===== config.mk =====
export PLATFORM = sky130hd
export DESIGN_NAME = half_adder_sync
export DESIGN_NICKNAME = d
export VERILOG_FILES = /design/src/rtl/half_adder_sync.sv
export SDC_FILE = /design/constraint.sdc
export NUM_CORES = 1
export LEC_CHECK = 0
export BUFFER_PORTS_ARGS = -buffer_cell sky130_fd_sc_hd__buf_2
export CAP_MARGIN = 20
export CORE_AREA = 2 2 39 41
export DETAILED_ROUTE_END_ITERATION = 16
export DIE_AREA = 0 0 41 43
export PLACE_DENSITY = 0.3
export SLEW_MARGIN = 20
export SYNTH_ARGS = -nofsm -noshare
export SYNTH_HDL_FRONTEND = slang
export SYNTH_SLANG_ARGS = --single-unit

===== constraint.sdc =====
create_clock -name clk -period 0.8 [get_ports clk]
set_input_delay 0.16 -clock clk [delete_from_list [all_inputs] [get_ports clk]]
set_output_delay 0.16 -clock clk [all_outputs]
set_load 0.01 [all_outputs]

===== src/rtl/half_adder_sync.sv =====
// half_adder_sync: WIDTH independent half-adder lanes (s = a ^ b, c = a & b)
// with an optional output register stage and a valid strobe.
// REG_OUT = 1 registers s/c/out_valid (1-cycle latency, full throughput).
// REG_OUT = 0 drives them combinationally, forced to zero while rst is high.
// Optional feature macro: HALF_ADDER_STATS_EN adds the 32-bit carry_cnt port,
// a saturating count of accepted operand sets that produced any carry.
module half_adder_sync #(
    parameter int WIDTH   = 1,
    parameter bit REG_OUT = 1'b1
) (
    input  logic             clk,
    input  logic             rst,
    input  logic [WIDTH-1:0] a,
    input  logic [WIDTH-1:0] b,
    input  logic             in_valid,
    output logic [WIDTH-1:0] s,
    output logic [WIDTH-1:0] c,
`ifdef HALF_ADDER_STATS_EN
    output logic [31:0]      carry_cnt,
`endif
    output logic             out_valid
);

    // Per-lane half-add results; lanes never interact.
    logic [WIDTH-1:0] sum_next;
    logic [WIDTH-1:0] carry_next;

    genvar gi;
    generate
        for (gi = 0; gi < WIDTH; gi++) begin : g_lane
            assign sum_next[gi]   = a[gi] ^ b[gi];
            assign carry_next[gi] = a[gi] & b[gi];
        end
    endgenerate

    generate
        if (REG_OUT) begin : g_reg
            logic [WIDTH-1:0] s_reg;
            logic [WIDTH-1:0] c_reg;
            logic             out_valid_reg;

            // Capture results only on valid operands so idle (possibly X)
            // inputs never disturb the held s/c; reset wins over in_valid.
            always_ff @(posedge clk) begin
                if (rst) begin
                    s_reg         <= '0;
                    c_reg         <= '0;
                    out_valid_reg <= 1'b0;
                end else begin
                    out_valid_reg <= in_valid;
                    if (in_valid) begin
                        s_reg <= sum_next;
                        c_reg <= carry_next;
                    end
                end
            end

            assign s         = s_reg;
            assign c         = c_reg;
            assign out_valid = out_valid_reg;
        end else begin : g_comb
            // Zero-latency path; reset masks the outputs to zero.
            assign s         = rst ? '0 : sum_next;
            assign c         = rst ? '0 : carry_next;
            assign out_valid = in_valid & ~rst;
        end
    endgenerate

`ifdef HALF_ADDER_STATS_EN
    logic [31:0] carry_cnt_reg;
    logic        carry_seen;

    assign carry_seen = |carry_next;

    // Count accepted operand sets with any carry, saturating at all-ones.
    always_ff @(posedge clk) begin
        if (rst) begin
            carry_cnt_reg <= 32'd0;
        end else if (in_valid && carry_seen && (carry_cnt_reg != 32'hFFFF_FFFF)) begin
            carry_cnt_reg <= carry_cnt_reg + 32'd1;
        end
    end

    assign carry_cnt = carry_cnt_reg;
`endif

endmodule


==> Yosys cells after proc, flatten, opt, wreduce, memory -nomap -nowiden <==
Cells that the tools add are included.
{ "totals": {"regBits": 3, "in_bits": 5, "output_inout_bits": 3} }
{ "classes": {"bitwise_logic": 2} }
{ "ops": {"columns": ["operator", "count"], "rows": [
  ["$and A1 B1 Y1", 1],
  ["$xor A1 B1 Y1", 1]
]} }

==> Logic depth before layout (Yosys ltp) <==
Gate-level depths: netlist of run 1.
{ "depth": {"word_depth": 1, "ltp_mapped": 3, "depth_no_buf": 3} }

==> Worst setup path after synthesis of run 1 <==
Ideal clock, no wire load.
{ "synth_path": {"path_type": "input to register", "from": "input a", "to": "register g_reg.s_reg, in the netlist s", "setup_time_ps": 114, "arrival_ps": 585, "required_time_ps": 686, "setup_slack_ps": 101, "cell_stages": 3, "cell_sequence": "ha_1 mux2i_1 nor2_1"} }
{ "synth_between": {"elab_chain_len": 1} }
{ "synth_lines": {"columns": ["element", "line_no", "source"], "rows": [
  ["start: declaration", "13", "input logic [WIDTH-1:0] a,"],
  ["$xor A1 B1 Y1", "31", "assign sum_next[gi] = a[gi] ^ b[gi];"],
  ["end signal: assignment", "52", "s_reg <= sum_next;"],
  ["end: declaration", "38", "logic [WIDTH-1:0] s_reg;"]
]} }
Every way passes these cells.
A chain may end at the register's enable or synchronous reset.

==> Worst setup path in the final report of run 1 <==
{ "layout_path": {"from": "register g_reg.s_reg, in the netlist s", "to": "output s"} }
{ "layout_rtl": {"columns": ["element", "line_no", "source"], "rows": [
  ["end: declaration", "16", "output logic [WIDTH-1:0] s,"]
]} }
No word-level cell between the ends.

==> results.toml, run 1 <==
[sta]
fin_setup_tns_ns = -0.0405
rsz0062_at_grt = "true"
setup_viol = 3
maxSlewHeadroom = 0.914
skew_ns = 0
drv_slew = 0
fin_crit_sh = 1.02
fin_crit_ns = 0.817
finalHoldViolCount = 0
fmax_mhz = 1220
setup_ws_ns = -0.0169
worstMarginPinSlew_ns = 0.126

[final_layout]
fin_util = 0.146
syn2layout_area_growth_pct = 90.6
drive_gt1_frac = 0.600
final_cell_mix = "buf_2 (5), clkbuf_4 (3)"
n_antenna_cell = 0
layout_commonest_cell = "buf_2"
nNetsFinal = 27
fillCellCount = 157

[critical_path]
cp_data_required_time_ns = 0.64
worstPathArrival_ns = 0.66
crit_path_top_delay_cell = "dfxtp_2"
cp_top_family = "flip-flops"
cp_max_fo = 2
end_kind = "output port"
worst-path-buf-inv = 1
critPathLaunchType = "flip-flop"
critical_path.cell_chain = "buf_6"
slowest_delay_ns = 0.32
crit_type = "reg -> out"

[cts]
cts.sinks = 3
htree_num_levels = 1
clockBufferDepth = 2
cts_made_buffers = 3
insertion_delay_ns = 0.23
cts_tree = "yes"
ctsRootBufferMaster = "clkbuf_4"
cts.clk_slew.worst_paths_ns = 0.03

[power_and_ir_drop]
p_leak_nw = 0.0985
peakVddDrop_v = 0.000665
p_per_area_nw_per_um2 = 2340
total_power_mw = 0.473

[synth]
syn_area_per_cell_um2 = 11.8
syn_area_um2 = 106
synth-seq-area-share = 0.565
ys_ff_latch = 3
synth_cell_types = 5
synth_top_area_cell = "dfxtp_1"
synth_area_leaders = "dfxtp_1 (56%), mux2i_1 (19%), ha_1 (12%), nor2_1 (7.1%), nor2b_1 (5.9%)"
yosys_warnings = 0
syn_nets = 15
yosysTopAreaCellShare = 0.565
syn_inst = 9

[detailed_routing]
drc_errors = 0
num_vias = 103
wire_per_inst_um = 7.25
dr.max_layer_used = "met4"
met1_length_um = 147
ant_nets = 0
wl_met3_um = 46
wl_met2_um = 52
drtIter0Drc = 7
drtPass1Iterations = 2
finalWirelength_um = 261
vias_per_cell = 2.86

[place]
port_buffers = 7
gp_congestion = 0.534
post-place-ws_ns = -0.0482

[floorplanning]
dieArea_um2 = 1760
die_y_um = 43
die_width_um = 41
ios = 8
core_region_area_um2 = 1380
start_util = 0.0769
row_count = 14

[status]
violations = "negative setup slack"
status = "finished with violations"

[worst_hold_path]
min_path_type = "in -> reg"

[grt]
antenna_found_initial = 0
grt-ovfl-total = 0
grt_first_pass_wirelength_um = 427
grtUsageTotal = 0.0471
grt_max_degree = 4
grt_pass1_vias = 106

[job]
maxCapViolCount = 0
-- where the power goes --
group          leakage, nW  internal, mW  switching (mW)
registers           0.0255         0.160         0.00496
logic               0.0580        0.0280          0.0198
clock network       0.0150         0.187          0.0736
total               0.0985         0.375          0.0984
-- final timing paths --
check | startpoint | endpoint | slack [ns] | depth (start not counted)
worst max register to register | c | c | 0.20 | 2
worst min-delay path | rst | s | 0.12 | 2
worst max-delay path | s | s | -0.02 | 1
worst min register to register | c | c | 0.50 | 2
-- cell usage after synthesis (all sizes together) --
master / n
dfxtp: 3
mux2i: 2
ha: 1
nor2b: 1
nor2: 2
-- metal layers --
metal	up-vias	GRT usage
met5	-	0
met4	0	0.0600
met3	4	0.0628
met2	10	0.0344
met1	38	0.0481
li1	51	-
-- cell type report --
type | instances | area [µm²] | area share
sequential | 3 | 62.6 | 0.309
timing repair buffer | 7 | 47.5 | 0.235
multi-input combinational | 6 | 46.3 | 0.228
clock buffer | 4 | 26.3 | 0.130
tap | 16 | 20.0 | 0.0988
-- metrics by stage --
step	hold slack [ns]	area (µm²)	cells
after floorplan	0.232	106	9
after global placement	0.359	161	32
after detailed placement	0.364	161	32
after CTS	0.113	203	36
after global routing	0.122	203	36
final	0.118	203	36
-- cell families (layout without fill, tap and decap cells) --
family | count (synthesis) | count (layout) | synth area share
fa+ha+maj | 1 | 1 | 0.118
buf+inv | 0 | 11 | 0
flops | 3 | 3 | 0.565
mux | 2 | 2 | 0.188
simple gates | 3 | 3 | 0.129
-- timing repair --
item,in CTS,in global routing
buffers inserted,0,0
hold buffers,0,0
resized for setup,4,0
endpoints found under the setup margin,3,3
No activity file was read; power rests on OpenSTA's default activity.
==> inputs of run 2 (changes only) <==
--- a/config.mk
+++ b/config.mk
@@ -7,10 +7,13 @@
 export LEC_CHECK = 0
 export BUFFER_PORTS_ARGS = -buffer_cell sky130_fd_sc_hd__buf_2
 export CAP_MARGIN = 20
+export CELL_PAD_IN_SITES_DETAIL_PLACEMENT = 1
+export CELL_PAD_IN_SITES_GLOBAL_PLACEMENT = 2
 export CORE_AREA = 2 2 39 41
 export DETAILED_ROUTE_END_ITERATION = 16
 export DIE_AREA = 0 0 41 43
-export PLACE_DENSITY = 0.3
+export PLACE_DENSITY = 0.36
+export RECOVER_POWER = 100
 export SLEW_MARGIN = 20
 export SYNTH_ARGS = -nofsm -noshare
 export SYNTH_HDL_FRONTEND = slang
==> run 2 against run 1 <==
  * The flow still finishes with violations (negative setup slack)
  * Cell area shrank 0.62%
  * Critical path depth is the same
  * Clock power grew 3%
  * Sequential cell count unchanged
==> results.toml, run 2 (synthesis gave the netlist of run 1 again) <==
[place]
gp_congestion = 0.622
dpl_cell_area_um2 = 161
port_buffers = 7
post-place-ws_ns = -0.0404

[floorplanning]
dieArea_um2 = 1760
die_width_um = 41
ios = 8
die_y_um = 43
row_count = 14
start_util = 0.0769
core_region_area_um2 = 1380

[cts]
ctsRootBufferMaster = "clkbuf_4"
cts_hold_buf = 0
cts.sinks = 3
htree_num_levels = 1
post-cts-setup-buffer-count = 0
cts.clk_slew.worst_paths_ns = 0.04
clockBufferDepth = 2
cts-resized-gates = 4
cts_tree = "yes"
cts_made_buffers = 3
insertion_delay_ns = 0.23

[sta]
finalHoldViolCount = 0
fmax_mhz = 1220
worstMarginPinSlew_ns = 0.188
setup_viol = 3
fin_crit_ns = 0.823
skew_ns = 0
maxSlewHeadroom = 0.875
fin_crit_sh = 1.03
setup_ws_ns = -0.0230
drv_slew = 0
rsz0062_at_grt = "true"

[final_layout]
final_cell_mix = "buf_2 (4), clkbuf_4 (3)"
drive_gt1_frac = 0.550
n_antenna_cell = 0
layout_commonest_cell = "buf_2"
nNetsFinal = 27
fillCellCount = 164
syn2layout_area_growth_pct = 89.4
design_area_um2 = 201

[critical_path]
worst-path-buf-inv = 1
critical_path.cell_chain = "buf_6"
end_kind = "output port"
rrSetupSlack_ns = 0.20
worstPathArrival_ns = 0.66
slowest_delay_ns = 0.32
cp_top_family = "flip-flops"
critPathLaunchType = "flip-flop"
crit_path_top_delay_cell = "dfxtp_2"
cp_data_required_time_ns = 0.64
cp_max_fo = 2
crit_type = "reg -> out"

[power_and_ir_drop]
power_frac_comb = 0.099
peakVddDrop_v = 0.000602
p_per_area_nw_per_um2 = 2380
p_sw_mw = 0.105
p_leak_nw = 0.0958
switching_share = 0.218
p_clk_frac = 0.557
internal_power_mw = 0.375
power_frac_seq = 0.344

[grt]
antenna_found_initial = 0
grt_max_degree = 4
grt-ovfl-total = 0
grtUsageTotal = 0.0501
grt_first_pass_wirelength_um = 462
grt_pass1_vias = 110

[detailed_routing]
ant_nets = 0
drtPass1Iterations = 2
drc_errors = 0
drtIter0Drc = 1
vias_per_cell = 3.08
num_vias = 111
wire_per_inst_um = 7.53
finalWirelength_um = 271

[job]
maxCapViolCount = 0

[status]
violations = "negative setup slack"
status = "finished with violations"

[worst_hold_path]
min_path_type = "in -> reg"
## run 2: area by class of cell
cell class,instances,area [µm²],share of cell area
clock buffer,4,26.3,0.130
multi-input combinational,6,46.3,0.230
sequential,3,62.6,0.311
tap,16,20.0,0.0994
timing repair buffer,7,46.3,0.230
## run 2: metal layers
layer | wire length, µm | vias to the layer above | GRT usage | share of wire
li1 | - | 52 | - | -
met1 | 125 | 49 | 0.0479 | 0.46
met2 | 91 | 10 | 0.0406 | 0.34
met3 | 53 | 0 | 0.0838 | 0.20
met4 | 0 | 0 | 0.0400 | 0
met5 | 0 | - | 0 | 0
## run 2: final timing paths
check | from | to | depth (start not counted)
hold reg to reg | c | c | 2
setup reg to reg | s | s | 2
setup / recovery | c | c | 1
hold / removal | rst | c | 2
## run 2: per-stage QoR
stage | instances | hold slack [ns] | total power [mW] | util | setup TNS (ns)
finish | 36 | 0.109 | 0.480 | 0.146 | -0.0524
global route | 36 | 0.110 | 0.518 | 0.146 | -0.141
CTS | 36 | 0.105 | 0.498 | 0.146 | -0.0945
detailed placement | 32 | 0.366 | 0.208 | 0.117 | -0.0404
global placement | 32 | 0.361 | 0.207 | 0.117 | -0.0335
floorplan | 9 | 0.232 | 0.182 | - | 0
## run 2: power groups by stage
| stage | clock [mW] | sequential (mW) | combinational [mW] |
|---|---|---|---|
| global route | 0.298 | 0.165 | 0.0548 |
| finish | 0.267 | 0.165 | 0.0477 |
| CTS | 0.283 | 0.165 | 0.0495 |
| detailed placement | 0 | 0.165 | 0.0429 |
| global placement | 0 | 0.165 | 0.0421 |
| floorplan | 0 | 0.169 | 0.0134 |
